<file path="config.mk">
export PLATFORM = sky130hd
export DESIGN_NAME = fwd_bypass_net
export DESIGN_NICKNAME = d
export VERILOG_FILES = /design/src/rtl/fwd_bypass_net_pkg.sv /design/src/rtl/fwd_bypass_net_port_sel.sv /design/src/rtl/fwd_bypass_net.sv
export SDC_FILE = /design/constraint.sdc
export NUM_CORES = 1
export LEC_CHECK = 0
export BUFFER_PORTS_ARGS = -buffer_cell sky130_fd_sc_hd__buf_2
export CORE_ASPECT_RATIO = 0.75
export CORE_MARGIN = 3
export CORE_UTILIZATION = 45
export DETAILED_ROUTE_END_ITERATION = 7
export PLACE_DENSITY = 0.84
export REMOVE_ABC_BUFFERS = 1
export SLEW_MARGIN = 20
export SYNTH_ARGS = -nofsm -noshare
export SYNTH_HDL_FRONTEND = slang
export SYNTH_SLANG_ARGS = --single-unit
</file>
<file path="constraint.sdc">
create_clock -name clk_i -period 3.2 [get_ports clk_i]
set_clock_uncertainty 0.2 [all_clocks]
set_input_delay 0.32 -clock clk_i [delete_from_list [all_inputs] [get_ports clk_i]]
set_output_delay 0.32 -clock clk_i [all_outputs]
set_load 0.02 [all_outputs]
</file>
<file path="src/rtl/fwd_bypass_net_pkg.sv">
// Shared constants for the operand-bypass network: forward-select encoding
// and the helper that maps a scoreboard stage index onto its select code.
package fwd_bypass_net_pkg;

  localparam int SEL_W = 2;

  localparam logic [SEL_W-1:0] FWD_RF   = 2'd0;
  localparam logic [SEL_W-1:0] FWD_STG0 = 2'd1;

  // Select code for stage k: RF is 0, stage k is k+1.
  function automatic logic [SEL_W-1:0] fwd_stage(input int k);
    return FWD_STG0 + SEL_W'(k);
  endfunction

endpackage

</file>
<file path="src/rtl/fwd_bypass_net_port_sel.sv">
// One read port of the bypass network: priority match of the source register
// against the scoreboard, youngest (lowest stage index) entry first.
module fwd_bypass_net_port_sel
  import fwd_bypass_net_pkg::*;
#(
  parameter int XLEN     = 32,
  parameter int AW       = 5,
  parameter int DEPTH    = 3,
  parameter int LOAD_RDY = 2
) (
  input  logic [AW-1:0]         rs_addr,
  input  logic [XLEN-1:0]       rf_data,
  input  logic [DEPTH-1:0]      sb_valid,
  input  logic [DEPTH*AW-1:0]   sb_rd,
  input  logic [DEPTH-1:0]      sb_load,
  input  logic [DEPTH*XLEN-1:0] stage_data,
  output logic [XLEN-1:0]       data,
  output logic [SEL_W-1:0]      sel,
  output logic                  hazard
);

  always_comb begin
    // NOTE: every output gets a default before the search so no latch is inferred.
    data   = rf_data;
    sel    = FWD_RF;
    hazard = 1'b0;
    // Walk oldest to youngest so the youngest match is the one left standing,
    // even when that youngest producer is a load whose data is not ready yet.
    if (rs_addr != '0) begin
      for (int k = DEPTH - 1; k >= 0; k--) begin
        if (sb_valid[k] && sb_rd[k*AW +: AW] == rs_addr) begin
          if (!sb_load[k] || k >= LOAD_RDY) begin
            data   = stage_data[k*XLEN +: XLEN];
            sel    = fwd_stage(k);
            hazard = 1'b0;
          end else begin
            data   = rf_data;
            sel    = FWD_RF;
            hazard = 1'b1;
          end
        end
      end
    end
  end

endmodule

</file>
<file path="src/rtl/fwd_bypass_net.sv">
// Operand-bypass network: scoreboard of in-flight destinations, per-port
// forwarding, load-use stall generation and a saturating hazard counter.
module fwd_bypass_net
  import fwd_bypass_net_pkg::*;
#(
  parameter int XLEN     = 32,
  parameter int AW       = 5,
  parameter int NREAD    = 2,
  parameter int DEPTH    = 3,
  parameter int LOAD_RDY = 2,
  parameter int CNT_W    = 16
) (
  input  logic                    clk_i,
  input  logic                    rst_n_i,
  input  logic                    stall_i,
  input  logic                    flush_i,
  input  logic                    iss_valid_i,
  input  logic [AW-1:0]           iss_rd_i,
  input  logic                    iss_load_i,
  input  logic [DEPTH*XLEN-1:0]   stage_data_i,
  input  logic [NREAD*AW-1:0]     rs_addr_i,
  input  logic [NREAD*XLEN-1:0]   rf_data_i,
  output logic [NREAD*XLEN-1:0]   fwd_data_o,
  output logic [NREAD*SEL_W-1:0]  fwd_sel_o,
  output logic                    hazard_stall_o,
  output logic [CNT_W-1:0]        hazard_cnt_o
);

  logic [DEPTH-1:0]    sb_valid;
  logic [DEPTH*AW-1:0] sb_rd;
  logic [DEPTH-1:0]    sb_load;
  logic [NREAD-1:0]    port_hazard;
  logic                issue_ok;

  for (genvar p = 0; p < NREAD; p++) begin : g_port
    fwd_bypass_net_port_sel #(
      .XLEN     (XLEN),
      .AW       (AW),
      .DEPTH    (DEPTH),
      .LOAD_RDY (LOAD_RDY)
    ) u_port_sel (
      .rs_addr    (rs_addr_i[p*AW +: AW]),
      .rf_data    (rf_data_i[p*XLEN +: XLEN]),
      .sb_valid   (sb_valid),
      .sb_rd      (sb_rd),
      .sb_load    (sb_load),
      .stage_data (stage_data_i),
      .data       (fwd_data_o[p*XLEN +: XLEN]),
      .sel        (fwd_sel_o[p*SEL_W +: SEL_W]),
      .hazard     (port_hazard[p])
    );
  end

  // A stall is only meaningful when a real instruction is waiting in ID.
  assign hazard_stall_o = iss_valid_i && (|port_hazard);

  // x0 destinations are never tracked; a stalled or flushed issue becomes a bubble.
  assign issue_ok = iss_valid_i && !flush_i && !hazard_stall_o && (iss_rd_i != '0);

  // NOTE: the scoreboard is a handful of flops, so all of it is reset; only valid matters but clearing every field keeps X out of the match logic.
  always_ff @(posedge clk_i or negedge rst_n_i) begin
    if (!rst_n_i) begin
      // NOTE: sequential state is always written with non-blocking assignments.
      sb_valid <= '0;
      sb_rd    <= '0;
      sb_load  <= '0;
    end else if (!stall_i) begin
      for (int k = DEPTH - 1; k > 0; k--) begin
        sb_valid[k]         <= sb_valid[k-1];
        sb_rd[k*AW +: AW]   <= sb_rd[(k-1)*AW +: AW];
        sb_load[k]          <= sb_load[k-1];
      end
      sb_valid[0]  <= issue_ok;
      sb_rd[0 +: AW] <= issue_ok ? iss_rd_i : '0;
      sb_load[0]   <= issue_ok && iss_load_i;
    end
  end

  always_ff @(posedge clk_i or negedge rst_n_i) begin
    if (!rst_n_i) begin
      hazard_cnt_o <= '0;
    end else if (!stall_i && hazard_stall_o && (hazard_cnt_o != '1)) begin
      hazard_cnt_o <= hazard_cnt_o + CNT_W'(1);
    end
  end

endmodule

</file>
== Word-level counts from Yosys, hierarchy flattened ==
Index checks and enable logic that the tools add are counted.

* Flip-flop bits (word level): 36
* Bits of input ports: 181
* Logic and storage cells: 63

* Add/sub/neg operators: 1
* Equality and inequality tests: 7
* Multiplexer cells: 31
* Reduce and logical (&&, ||, !) cells: 20

{| class="wikitable"
|+ Operators by type and width
! operator !! number
|-
| 2-to-1 mux 32 bit || 12
|-
| == test 5 bit || 6
|-
| 2-to-1 mux 2 bit || 9
|-
| adder 16 x 1 -> 16 bit, second input constant || 1
|-
| != test 16 bit, second input constant || 1
|-
| nonzero test 5 bit || 3
|-
| logical AND 1 bit || 13
|-
| 2-to-1 mux 1 bit || 9
|-
| 2-to-1 mux 5 bit || 1
|-
| logical NOT 1 bit || 3
|-
| OR reduction 2 bit || 1
|}

== Logic depth before layout (Yosys ltp) ==
* Depth in word-level cells: 11
* Gate-level depth with buffers: 9
* Depth with buffers taken out: 7

== Hierarchy ==
From an unflattened synthesis, not the netlist that was laid out.

* Cell total of the unflattened synthesis: 758
* Area, all modules: 5764.3 um^2

{| class="wikitable"
|+ By module, submodules not included
! module !! instances !! cells each !! area an instance (um^2)
|-
| fwd_bypass_net_port_sel || 2 || 315 || 2074.5
|-
| fwd_bypass_net || 1 || 128 || 1615.3
|}

== Worst setup path after synthesis ==
No wires, ideal clock.

* Path type: reg-to-output
* From: reg sb_rd[11]
* To: out fwd_data_o[13]
* Arrival: 2.201 ns
* Slack: 0.479 ns
* Stages on the path, launching flop included: 9
* Path buffers: 2
* Cells stage by stage: dfrtp_1 > xnor2_1 > nand4_1 > nor3_1 > and2_1 > clkbuf_1 > clkbuf_1 > a21oi_1 > o32ai_1

* Longest elaborated chain between the ends: 6

{| class="wikitable"
|+ Ends and longest elaborated chain
! item !! line !! source
|-
| start: declaration || fwd_bypass_net.sv:30 || <nowiki>logic [DEPTH*AW-1:0] sb_rd;</nowiki>
|-
| start signal: indexed assignment || fwd_bypass_net.sv:70 || <nowiki>sb_rd[k*AW +: AW] <= sb_rd[(k-1)*AW +: AW];</nowiki>
|-
| start signal: indexed assignment || fwd_bypass_net.sv:74 || <nowiki>sb_rd[0 +: AW] <= issue_ok ? iss_rd_i : '0;</nowiki>
|-
| == test 5 bit || fwd_bypass_net_port_sel.sv:31 || <nowiki>if (sb_valid[k] && sb_rd[k*AW +: AW] == rs_addr) begin</nowiki>
|-
| logical AND 1 bit || fwd_bypass_net_port_sel.sv:31 ||
|-
| 2-to-1 mux 32 bit (3 in a row) || fwd_bypass_net_port_sel.sv:31 ||
|-
| 2-to-1 mux 32 bit || fwd_bypass_net_port_sel.sv:29 || <nowiki>if (rs_addr != '0) begin</nowiki>
|-
| end: declaration || fwd_bypass_net.sv:23 || <nowiki>output logic [NREAD*XLEN-1:0] fwd_data_o,</nowiki>
|}

No other way between the ends.

== Final worst setup path ==
* From: reg sb_rd[5]
* To: out fwd_data_o[5]

* Longest elaborated chain between the ends: 5

{| class="wikitable"
|+ Ends and longest elaborated chain
! item !! line
|-
| == test 5 bit || fwd_bypass_net_port_sel.sv:31
|-
| logical AND 1 bit || fwd_bypass_net_port_sel.sv:31
|-
| 2-to-1 mux 32 bit (2 in a row) || fwd_bypass_net_port_sel.sv:31
|-
| 2-to-1 mux 32 bit || fwd_bypass_net_port_sel.sv:29
|}

No other way between the ends.

==> implementation parameters <==
Parameter                              Value

Route
  Final wirelength    20600 um
  Final routed wire length divided by cell count    21.0 um
  ANT nets after route    0
  Via count normalized by instance count    6.31
  Drc violations    0
  1st-iter DRT viols    681
  Initial DRT Pass Iterations    6
  Routed via count    6192

Critical path
  Beginning of the worst register-to-register path    sb_rd[2]
  Crit-path max FO    13
  Crit. Startpoint    sb_rd[5]
  Reg-to-reg setup timing slack    0.49 ns
  Category of the most critical setup path    reg -> out
  Arrival time at the worst endpoint    2.61 ns
  R2R depth    8
  Crit start category    flop
  Critical Path Sink Type    primary output
  Worst endpoint required time    2.68 ns
  Critical register-to-register path endpoint    hazard_cnt_o[9]

Global routing
  Global router's overall resource usage    34.4%
  Pin count of the biggest net entering global routing    45
  Number of antenna violations at the first check in global routing    2
  Final global-route overflow total    0
  First-pass GRT wire length    30600 um
  Vias in the first global route    5792

Logic synthesis
  Proportion of synthesized flip-flops having asynchronous set or reset    100%
  Gate Count Post-Synth    603
  Register area share after synthesis    20.3%
  Mapped Area    4430 um2
  Number of synthesized flops with an enable pin    0
  Count of distinct cell types in the synthesized netlist    47
  Predominant post-synthesis flop cell    dfrtp_1
  Total of warnings raised by yosys    0
  Mean post-synth cell area    7.35 um2
  Synthesized flop and latch total    36

Floorplan
  Y dimension of the die    92.0 um
  Die span in x    121 um
  Floorplan core area    9310 um2
  Num rows    30
  Die area    11100 um2
  Starting density of the core    47.6%
  Boundary Pins    266

STA
  Setup TNS    0 ns
  Worst-Margin Slew    0.821 ns
  Portion of the clock cycle consumed by the worst path in the final layout    97.8%
  Tmin final    3.13 ns
  Hold Vio Cnt, Final    0
  Max-slew headroom at the worst pin    45.3%
  Final count of negative-setup-slack endpoints    0
  Fmax    320 MHz
  Number of max-slew violations in the final report    0

Finish
  Share of final-layout standard cells stronger than drive strength 1    39.9%
  Final Instance Count excl. Fillers    982
  Layout filler cell count    847
  Area added between synthesis and finish    39.7%
  Net count, final    1031

Place
  Port bufs    265
  Final weighted congestion in routability-driven placement    1.04
  Post-DP HPWL    15800 um
  Post-Place Cells    968

Pwr
  Total power draw    1.60 mW
  Power per cell area    259 nW/um2
  Static Leak    3.08 nW
  Peak VDD IR    230 uV

Clocking
  Clock insertion delay at the later pin of the skew report    0.28 ns
  Buffer levels on the longest clock path    2
  Total number of clock tree sinks    36
  H-tree depth    2
  Clock edge transition at the registers on the reported setup and hold paths    0.06 ns
  Inserted Clock Buffers    5
  CTS root buffer    clkbuf_16
  CTS tree    done

Run
  Maxcap violations    0

Run status
  Run status    completed

Hold path
  HP Class    in -> reg
  Hold path endpoint    sb_rd[1]
  Hold wc startpoint    iss_rd_i[1]
  Hold depth    2
==> critical path: stages (launching register included) <==
cell and delay [ns]:
dfrtp_1 0.43, xnor2_1 0.19, nand3_1 0.14, nor2_1 0.19, buf_4 0.22, and2_1 0.19
buf_4 0.22, a221oi_1 0.11, o32ai_1 0.38, buf_2 0.24
==> worst max path at each step <==
stage / endpoint / depth (start not counted)
6_report: fwd_data_o[5] / 9
5_1_grt: fwd_data_o[47] / 10
4_1_cts: fwd_data_o[49] / 8
3_5_place_dp: fwd_data_o[49] / 9
3_3_place_gp: fwd_data_o[49] / 9
2_1_floorplan: fwd_data_o[37] / 7
==> cell families (layout without fill, tap and decap cells) <==
logic type	after synthesis	after routing	synth area share [%]
XOR/XNOR	45	45	8.89
AO/OA/AOI/OAI	222	222	36.3
buffers and inverters	92	339	8.38
flip-flops	36	36	20.3
other	0	4	0
adder cells (fa/ha/maj)	1	1	0.282
multiplexers	14	14	3.50
AND/OR/NAND/NOR	193	193	22.3
==> cells in the mapped netlist (all sizes together), types with 2 or more instances <==
| library cell | count | area share [%] |
|---|---|---|
| inv | 36 | 3.0 |
| xor2 | 25 | 4.9 |
| nand2 | 60 | 5.1 |
| nor2 | 42 | 3.6 |
| mux2i | 2 | 0.45 |
| nor3 | 15 | 2.3 |
| clkbuf | 40 | 3.4 |
| a22o | 7 | 1.4 |
| o21ai | 25 | 2.8 |
| and2 | 6 | 0.85 |
| and4 | 2 | 0.40 |
| and3 | 3 | 0.65 |
| mux2 | 12 | 3.0 |
| nor4 | 2 | 0.62 |
| nand4 | 3 | 0.42 |
| nand2b | 2 | 0.28 |
| buf | 16 | 1.9 |
| o32ai | 32 | 6.3 |
| dfrtp | 36 | 20 |
| a21o | 10 | 1.7 |
| a211oi | 33 | 5.6 |
| a31oi | 10 | 1.4 |
| a221oi | 52 | 10 |
| nor2b | 32 | 4.5 |
| a21oi | 44 | 5.0 |
| o31ai | 3 | 0.51 |
| nand3 | 23 | 2.7 |
| xnor2 | 20 | 4.0 |
==> state kept, by name, indices dropped and copies added, names as in the netlist <==
signal / cells
hazard_cnt_o: 16
sb_load: 2
sb_rd: 15
sb_valid: 3
==> routing by layer <==
layer	vias up	GRT usage (%)	share of wire (%)
li1	2768	-	-
met1	2879	43.7	38
met2	457	55.0	46
met3	88	8.45	11
met4	0	15.9	5.1
met5	-	0	0
==> where the power goes <==
group / switching [mW] / leakage (nW) / internal, mW
Sequential: 0.0367 / 0.490 / 0.477
Clock: 0.185 / 0.0679 / 0.288
Combinational: 0.364 / 2.52 / 0.254
Total: 0.586 / 3.08 / 1.02
==> cell usage in the layout, fill, tap and decap left out, types with 7 or more instances in the layout <==
cell      instances
o21ai_0          21
a31oi_1          10
nand3_1          21
a21o_1           10
inv_1            35
o32ai_1          31
a22o_1            7
dfrtp_1          35
buf_4            25
nand2_1          60
xor2_1           25
xnor2_1          20
a211oi_1         33
nor3_1           10
a221oi_1         50
buf_2           265
mux2_2           12
a21oi_1          43
nor2b_1          31
nor2_1           38
==> metrics by stage <==
step,hold WS [ns],cell area (um2),util (%),worst slack (ns)
floorplan,-0.176,4200,-,-1.05
global placement,0.237,5960,64.0,0.190
detailed placement,0.255,5960,64.0,0.131
CTS,0.0698,6130,65.8,-0.0110
global route,0.0850,6190,66.5,-0.0213
finish,0.0743,6190,66.5,0.0709
==> repair_timing <==
item,in CTS,in global routing
endpoints found under the setup margin,9,32
buffers inserted,0,1
hold buffers,1,0
pin swaps,0,1
gates cloned,0,0
gates resized for setup,4,9
endpoints found under the hold margin,36,0
==> area by class of cell <==
cell class | count | area [um2] | area share, %
Tap cell | 128 | 160 | 2.59
Antenna cell | 4 | 10.0 | 0.162
Sequential cell | 36 | 902 | 14.6
Clock inverter | 1 | 5.00 | 0.0808
Multi-Input combinational cell | 475 | 3250 | 52.5
Clock buffer | 7 | 133 | 2.14
Timing Repair Buffer | 295 | 1600 | 25.8
Inverter | 36 | 135 | 2.18
No activity file was read; power rests on OpenSTA's default activity.
